===== src/rtl/l1_dcache_pkg.sv =====
// Shared types for the L1 data cache: FSM states, line type and the byte-merge helper.
// A line is 8 x 32-bit words; byte lane b of a word sits at bit 8*b within that word.
package cache_types;
  localparam int S_OFFSET       = 5;
  localparam int WORDS_PER_LINE = 8;

  typedef enum logic [1:0] {IDLE, RESP, WRITEBACK, ALLOCATE} dcache_state_t;
  typedef logic [255:0] cacheline_t;

  function automatic cacheline_t merge_word(input cacheline_t line, input logic [2:0] word,
                                            input logic [3:0] be, input logic [31:0] wdata);
    cacheline_t r;
    r = line;
    for (int b = 0; b < 4; b++) begin
      if (be[b]) r[32*int'(word) + 8*b +: 8] = wdata[8*b +: 8];
    end
    return r;
  endfunction
endpackage


===== src/rtl/l1_dcache_array.sv =====
// Flop-based per-set storage with one write port and an asynchronous read on the same index.
// RESETTABLE selects an async active-low clear (used for the valid and dirty bits only).
module dcache_array #(
  parameter int WIDTH      = 1,
  parameter int S_INDEX    = 3,
  parameter bit RESETTABLE = 1'b0
) (
  input  logic               clk,
  input  logic               rst,
  input  logic               i_load,
  input  logic [S_INDEX-1:0] i_index,
  input  logic [WIDTH-1:0]   i_din,
  output logic [WIDTH-1:0]   o_dout
);
  localparam int DEPTH = 2**S_INDEX;

  logic [WIDTH-1:0] r_mem [DEPTH];

  generate
    if (RESETTABLE) begin : g_rst
      always_ff @(posedge clk or negedge rst) begin
        if (!rst) begin
          for (int i = 0; i < DEPTH; i++) r_mem[i] <= '0;
        end else if (i_load) begin
          r_mem[i_index] <= i_din;
        end
      end
    end else begin : g_norst
      logic w_unused_rst;
      assign w_unused_rst = rst;
      always_ff @(posedge clk) begin
        if (i_load) r_mem[i_index] <= i_din;
      end
    end
  endgenerate

  assign o_dout = r_mem[i_index];
endmodule


===== src/rtl/l1_dcache.sv =====
// Direct-mapped write-back, write-allocate L1 data cache between the cpu dmem port and memory.
// Hits respond the cycle after the request; misses write back a dirty victim, then fill.
module l1_dcache
  import cache_types::*;
#(
  parameter int S_INDEX = 3
) (
  input  logic         clk,
  input  logic         rst,
  input  logic         mem_read,
  input  logic         mem_write,
  input  logic [3:0]   mem_byte_enable,
  input  logic [31:0]  mem_address,
  input  logic [31:0]  mem_wdata,
  output logic         mem_resp,
  output logic [31:0]  mem_rdata,
  output logic         pmem_read,
  output logic         pmem_write,
  output logic [31:0]  pmem_address,
  output logic [255:0] pmem_wdata,
  input  logic         pmem_resp,
  input  logic [255:0] pmem_rdata
);
  localparam int TAG_W = 32 - S_INDEX - S_OFFSET;

  dcache_state_t      r_state, w_state_nxt;
  logic [31:0]        r_mem_rdata;
  logic [TAG_W-1:0]   w_tag, w_tag_q;
  logic [S_INDEX-1:0] w_index;
  logic [2:0]         w_word;
  logic [1:0]         w_unused_addr;
  cacheline_t         w_line_q, w_data_din;
  logic               w_valid_q, w_dirty_q, w_hit, w_req;
  logic               w_data_load, w_tag_load, w_valid_load, w_dirty_load, w_dirty_din;

  assign w_tag         = mem_address[31:S_INDEX+S_OFFSET];
  assign w_index       = mem_address[S_INDEX+S_OFFSET-1:S_OFFSET];
  assign w_word        = mem_address[4:2];
  assign w_unused_addr = mem_address[1:0];
  assign w_req         = mem_read | mem_write;
  assign w_hit         = w_valid_q && (w_tag_q == w_tag);

  dcache_array #(.WIDTH(256), .S_INDEX(S_INDEX), .RESETTABLE(1'b0)) u_data (
    .clk(clk), .rst(rst), .i_load(w_data_load), .i_index(w_index), .i_din(w_data_din), .o_dout(w_line_q));
  dcache_array #(.WIDTH(TAG_W), .S_INDEX(S_INDEX), .RESETTABLE(1'b0)) u_tag (
    .clk(clk), .rst(rst), .i_load(w_tag_load), .i_index(w_index), .i_din(w_tag), .o_dout(w_tag_q));
  dcache_array #(.WIDTH(1), .S_INDEX(S_INDEX), .RESETTABLE(1'b1)) u_valid (
    .clk(clk), .rst(rst), .i_load(w_valid_load), .i_index(w_index), .i_din(1'b1), .o_dout(w_valid_q));
  dcache_array #(.WIDTH(1), .S_INDEX(S_INDEX), .RESETTABLE(1'b1)) u_dirty (
    .clk(clk), .rst(rst), .i_load(w_dirty_load), .i_index(w_index), .i_din(w_dirty_din), .o_dout(w_dirty_q));

  always_comb begin
    w_state_nxt  = r_state;
    w_data_load  = 1'b0;
    w_data_din   = merge_word(w_line_q, w_word, mem_byte_enable, mem_wdata);
    w_tag_load   = 1'b0;
    w_valid_load = 1'b0;
    w_dirty_load = 1'b0;
    w_dirty_din  = 1'b0;
    unique case (r_state)
      IDLE: begin
        if (w_req) begin
          if (w_hit) begin
            w_state_nxt = RESP;
            // A simultaneous read+write is handled as a write.
            if (mem_write) begin
              w_data_load  = 1'b1;
              w_dirty_load = |mem_byte_enable;
              w_dirty_din  = 1'b1;
            end
          end else if (w_valid_q && w_dirty_q) begin
            w_state_nxt = WRITEBACK;
          end else begin
            w_state_nxt = ALLOCATE;
          end
        end
      end
      RESP: w_state_nxt = IDLE;
      WRITEBACK: begin
        if (pmem_resp) begin
          w_dirty_load = 1'b1;
          w_state_nxt  = ALLOCATE;
        end
      end
      ALLOCATE: begin
        if (pmem_resp) begin
          w_data_load  = 1'b1;
          w_data_din   = pmem_rdata;
          w_tag_load   = 1'b1;
          w_valid_load = 1'b1;
          w_dirty_load = 1'b1;
          w_state_nxt  = IDLE;
        end
      end
      default: w_state_nxt = IDLE;
    endcase
  end

  always_ff @(posedge clk or negedge rst) begin
    if (!rst) begin
      r_state     <= IDLE;
      r_mem_rdata <= '0;
    end else begin
      r_state <= w_state_nxt;
      if (r_state == IDLE && w_req && w_hit && !mem_write)
        r_mem_rdata <= w_line_q[32*int'(w_word) +: 32];
    end
  end

  assign mem_resp   = (r_state == RESP);
  assign mem_rdata  = r_mem_rdata;
  assign pmem_write = (r_state == WRITEBACK);
  assign pmem_read  = (r_state == ALLOCATE);
  assign pmem_wdata = (r_state == WRITEBACK) ? w_line_q : '0;

  always_comb begin
    pmem_address = '0;
    if (r_state == WRITEBACK)     pmem_address = {w_tag_q, w_index, 5'b0};
    else if (r_state == ALLOCATE) pmem_address = {mem_address[31:5], 5'b0};
  end
endmodule

===== config.mk =====
export PLATFORM = sky130hd
export DESIGN_NAME = l1_dcache
export DESIGN_NICKNAME = d
export VERILOG_FILES = /design/src/rtl/l1_dcache_pkg.sv /design/src/rtl/l1_dcache_array.sv /design/src/rtl/l1_dcache.sv
export SDC_FILE = /design/constraint.sdc
export NUM_CORES = 2
export LEC_CHECK = 0
export ABC_AREA = 1
export CAP_MARGIN = 15
export CELL_PAD_IN_SITES_DETAIL_PLACEMENT = 1
export CELL_PAD_IN_SITES_GLOBAL_PLACEMENT = 1
export CORE_UTILIZATION = 55
export DETAILED_ROUTE_END_ITERATION = 8
export DONT_BUFFER_PORTS = 1
export GPL_ROUTABILITY_DRIVEN = 0
export PLACE_DENSITY = 0.92
export SYNTH_ARGS = -nofsm -noshare
export SYNTH_HDL_FRONTEND = slang
export SYNTH_SLANG_ARGS = --single-unit

===== constraint.sdc =====
create_clock -name clk -period 29.4 [get_ports clk]
set_input_delay 4.41 -clock clk [delete_from_list [all_inputs] [get_ports clk]]
set_output_delay 4.41 -clock clk [all_outputs]
set_load 0.01 [all_outputs]

==> flow_summary.yaml, run 1 <==
clock_tree:
  cts_resized: 0
  root_buffer: "clkbuf_16"
  cts_buffers: 220
  cts_buffer_depth: 3
  cts.sinks: 2290
  cts_hold_buffers: 0
  ctsHtreeMaxLevel: 4
  postCtsSetupBuffers: 0
floorplan:
  row_count: 152
  fp.dieH_microns: 419
  boundaryPins: 652
  die_width_microns: 419
  start_util: 0.556
synthesis:
  synthFlopType: "edfxtp_1"
  yosysTopAreaCell: "edfxtp_1"
  synthTopCellsByCount: "edfxtp_1 (2240), nand2_1 (1805), inv_1 (653)"
  synthMostInstantiatedCell: "edfxtp_1"
  ys_seq_area_frac: 0.716
  netlist_instances: 7859
  synth.distinct_cells: 47
  synth_edf_count: 2240
  synth.top_cells.by_area: "edfxtp_1 (70%), nand2_1 (7.1%), inv_1 (2.6%), a221oi_1 (2.5%), a22o_1 (2.0%)"
  async_reset_ff_frac: 0.0218
  syn_avg_cell_area_sq_um: 12.2
  synth_top_area_share: 0.703
  synth_warnings: 0
  netlist_area_sq_um: 95600
  ys_ff_latch: 2290
grt:
  grt_max_degree: 193
  globalRouteOverflowTotal: 19
  grt_pass1_wl_microns: 704000
  grtUsageTotal: 0.591
  grt_pass1_vias: 87300
status:
  status: "did not finish"
  tool.error: "[ERROR GRT-0116] Global routing finished with congestion. Check the congestion regions in the DRC Viewer."
  haltStage: "5_1_grt"
placement:
  place.port_buffers: 0
  hpwl_microns: 263000
per-stage QoR:
stage	area, sq um	utilization	instances	worst slack, ns
after detailed placement	98100	0.570	9855	15.17
after floorplan	95600	-	7863	11.88
after CTS	105000	0.613	10300	15.15
after global placement	98000	0.570	9854	15.14
layer usage:
| metal | GRT overflow | global-route usage |
|---|---|---|
| met3 | 1 | 0.442 |
| met2 | 5 | 0.766 |
| met1 | 1 | 0.579 |
| met4 | 12 | 0.566 |
| met5 | 0 | 0.213 |
cell families after synthesis:
| logic type | synth area share |
|---|---|
| compound gates | 0.115 |
| flops | 0.716 |
| other cells | 0.0000392 |
| fa+ha+maj | 0.00144 |
| buf+inv | 0.0458 |
| xor+xnor | 0.0000916 |
| simple gates | 0.121 |
==> run 2, diff against run 1 <==
Settings changed: CELL_PAD_IN_SITES_DETAIL_PLACEMENT 1 to not set, CELL_PAD_IN_SITES_GLOBAL_PLACEMENT 1 to not set, CORE_UTILIZATION 55 to 40, PLACE_DENSITY 0.92 to not set, PLACE_DENSITY_LB_ADDON set to 0.15.
==> run 2 against run 1 <==
The flow now finishes, with violations (design-rule violations). Synthesized cell count is the same. Area after synthesis is the same.
==> flow_summary.yaml, run 2 <==
clock_tree:
  clk_latency_ns: 0.93
  cts.sinks: 2290
  cts_buffers: 238
  cts_buffer_depth: 3
  postCtsSetupBuffers: 0
  cts_tree: "built"
  cts_hold_buffers: 0
  ctsHtreeMaxLevel: 4
  cts_resized: 0
  root_buffer: "clkbuf_16"
  clkTransAtPathRegs_ns: 0.06
synthesis:
  synthFlopType: "edfxtp_1"
  syn_avg_cell_area_sq_um: 12.2
  synth.top_cells.by_area: "edfxtp_1 (70%), nand2_1 (7.1%), inv_1 (2.6%), a221oi_1 (2.5%), a22o_1 (2.0%)"
  netlist_area_sq_um: 95600
  ys_seq_area_frac: 0.716
  async_reset_ff_frac: 0.0218
  synth_warnings: 0
  ys_ff_latch: 2290
  synthMostInstantiatedCell: "edfxtp_1"
  synth.distinct_cells: 47
  synth_edf_count: 2240
  synthTopCellsByCount: "edfxtp_1 (2240), nand2_1 (1805), inv_1 (653)"
  netlist_instances: 7859
  yosysTopAreaCell: "edfxtp_1"
  synth_top_area_share: 0.703
power_and_ir_drop:
  sw_frac_of_total: 0.290
  clkPwrFrac: 0.376
  p_total_mw: 8.24
  p_sw_mw: 2.39
  pwr-share-comb: 0.152
  ir_drop_mv: 0.0585
  internal_power_mw: 5.85
  power_density_nw_per_um2: 76.6
  leakagePower_nw: 38.0
  p_seq_frac: 0.472
sta:
  maxSlewHeadroom: 0.167
  finalCritPeriodShare: 0.454
  min_period_ns: 13.36
  clock.fmax_mhz: 74.9
  worst_pin_slew_ns: 1.24
  slew_violations: 0
  tns_ns: 0
  finalSetupViolations: 0
  rsz0062_at_grt: "no"
  final-hold-violation-count: 0
  skew_ns: 0.0642
floorplan:
  fp.dieH_microns: 491
  row_count: 179
  fp.dieArea_sq_um: 241000
  start_util: 0.402
  die_width_microns: 491
  boundaryPins: 652
  core_sq_um: 238000
cells_and_area:
  largest-register: "u_data.r_mem"
  layout_commonest_cell: "edfxtp_1"
  syn_to_final_growth_pct: 12.5
  layout.nets: 8148
  largest_reg_flops: 2048
  layout-drive-gt1-share: 0.0738
  n_fill_cell: 21800
  final_cell_mix: "edfxtp_1 (2240), nand2_1 (1799), inv_1 (648)"
critical_path:
  r2r-end: "u_data.r_mem[3][87]"
  arrival_ns: 8.95
  crit_path_end_kind: "output pin"
  critical_path_class: "input pin to output pin"
  crit_start: "mem_address[6]"
  worst_setup_path_start_kind: "input pin"
  regToRegStartpoint: "u_tag.r_mem[4][4]"
  required_ns: 24.99
  critPathMaxFanout: 52
  cp-endpoint: "pmem_wdata[98]"
  r2r_cells: 17
  r2r_setup_slack_ns: 23.71
grt:
  globalRouteOverflowTotal: 0
  grt_max_degree: 193
  grt_pass1_vias: 61400
  grtUsageTotal: 0.325
  grt_pass1_wl_microns: 538000
  antenna_found_initial: 85
flow_run:
  maxCapViolCount: 0
min_path:
  hold_class: "flop to flop"
  hp-start: "u_valid.r_mem[7]"
detailed_routing:
  wirelength_microns: 403000
  vias: 68300
  dr.pass1.iters: 8
  post_drt_wl_per_cell_microns: 35.8
  first_iter_violations: 10500
  antenna_left: 0
  via_per_inst: 6.06
  drc: 150
placement:
  place.port_buffers: 0
  hpwl_microns: 254000
status:
  status: "complete, but fails checks"
  failed_checks: "design-rule violations"
[run 2: cell counts after synthesis]
Identical to the previous run, type by type.
[run 2: worst min-delay path by stage]
stage                       endpoint  depth (start not counted)
floorplan           u_valid.r_mem[7]                          2
global placement    u_valid.r_mem[7]                          2
detailed placement  u_valid.r_mem[7]                          2
CTS                 u_valid.r_mem[7]                          2
global route        u_valid.r_mem[3]                          1
finish              u_valid.r_mem[7]                          2
[run 2: cell type report]
type	count	area, sq um	area share
Inverter	667	2540	0.0237
Tap cell	3167	3960	0.0368
Timing Repair Buffer	160	1380	0.0128
Clock buffer	287	6210	0.0578
Multi-Input combinational cell	4451	23000	0.214
Antenna cell	71	178	0.00165
Sequential cell	2290	68500	0.637
Clock inverter	164	1770	0.0165
[run 2: cells by family (layout without fill, tap and decap cells)]
| logic type | Yosys count | count (layout) | share of synthesized area |
|---|---|---|---|
| and+or+nand+nor | 2835 | 2835 | 0.121 |
| other | 1 | 76 | 0.0000392 |
| adders and majority gates | 11 | 11 | 0.00144 |
| xor gates and xnor gates | 1 | 1 | 0.0000916 |
| buffers and inverters | 1122 | 1278 | 0.0458 |
| DFF | 2290 | 2290 | 0.716 |
| AOI/OAI and AO/OA | 1599 | 1599 | 0.115 |
[run 2: power groups by stage]
stage | Sequential, mW | Clock, mW | Combinational [mW]
final | 3.89 | 3.10 | 1.25
after global placement | 3.96 | 0 | 1.19
after global routing | 3.90 | 3.23 | 1.30
after detailed placement | 3.96 | 0 | 1.21
after floorplan | 3.98 | 0 | 0.654
after CTS | 3.89 | 3.12 | 1.22
[run 2: per-stage QoR]
| step | cell area (sq um) | hold slack, ns | worst slack [ns] | utilization | cells |
|---|---|---|---|---|---|
| after floorplan | 95600 | 0.424 | 11.88 | - | 7863 |
| after global placement | 99400 | 0.438 | 16.15 | 0.418 | 10700 |
| after detailed placement | 99400 | 0.446 | 16.15 | 0.418 | 10700 |
| after CTS | 107000 | 0.461 | 16.13 | 0.451 | 11200 |
| after global routing | 108000 | 0.481 | 16.01 | 0.452 | 11200 |
| final | 108000 | 0.466 | 16.04 | 0.452 | 11300 |
[run 2: worst max-delay path, stage by stage]
cell and delay (ns):
inv_2 0.23, nand2_1 0.20, nor2_4 0.33, buf_4 0.80, buf_4 0.89, buf_4 0.84
a22oi_1 0.15, a21boi_0 0.19, a31oi_1 0.70
[run 2: metal layers]
layer,global-route usage,part of all wire
met2,0.471,0.43
met4,0.209,0.071
met1,0.431,0.38
met5,0,0.00024
met3,0.0840,0.11
Power figures use the tool's default switching activity.
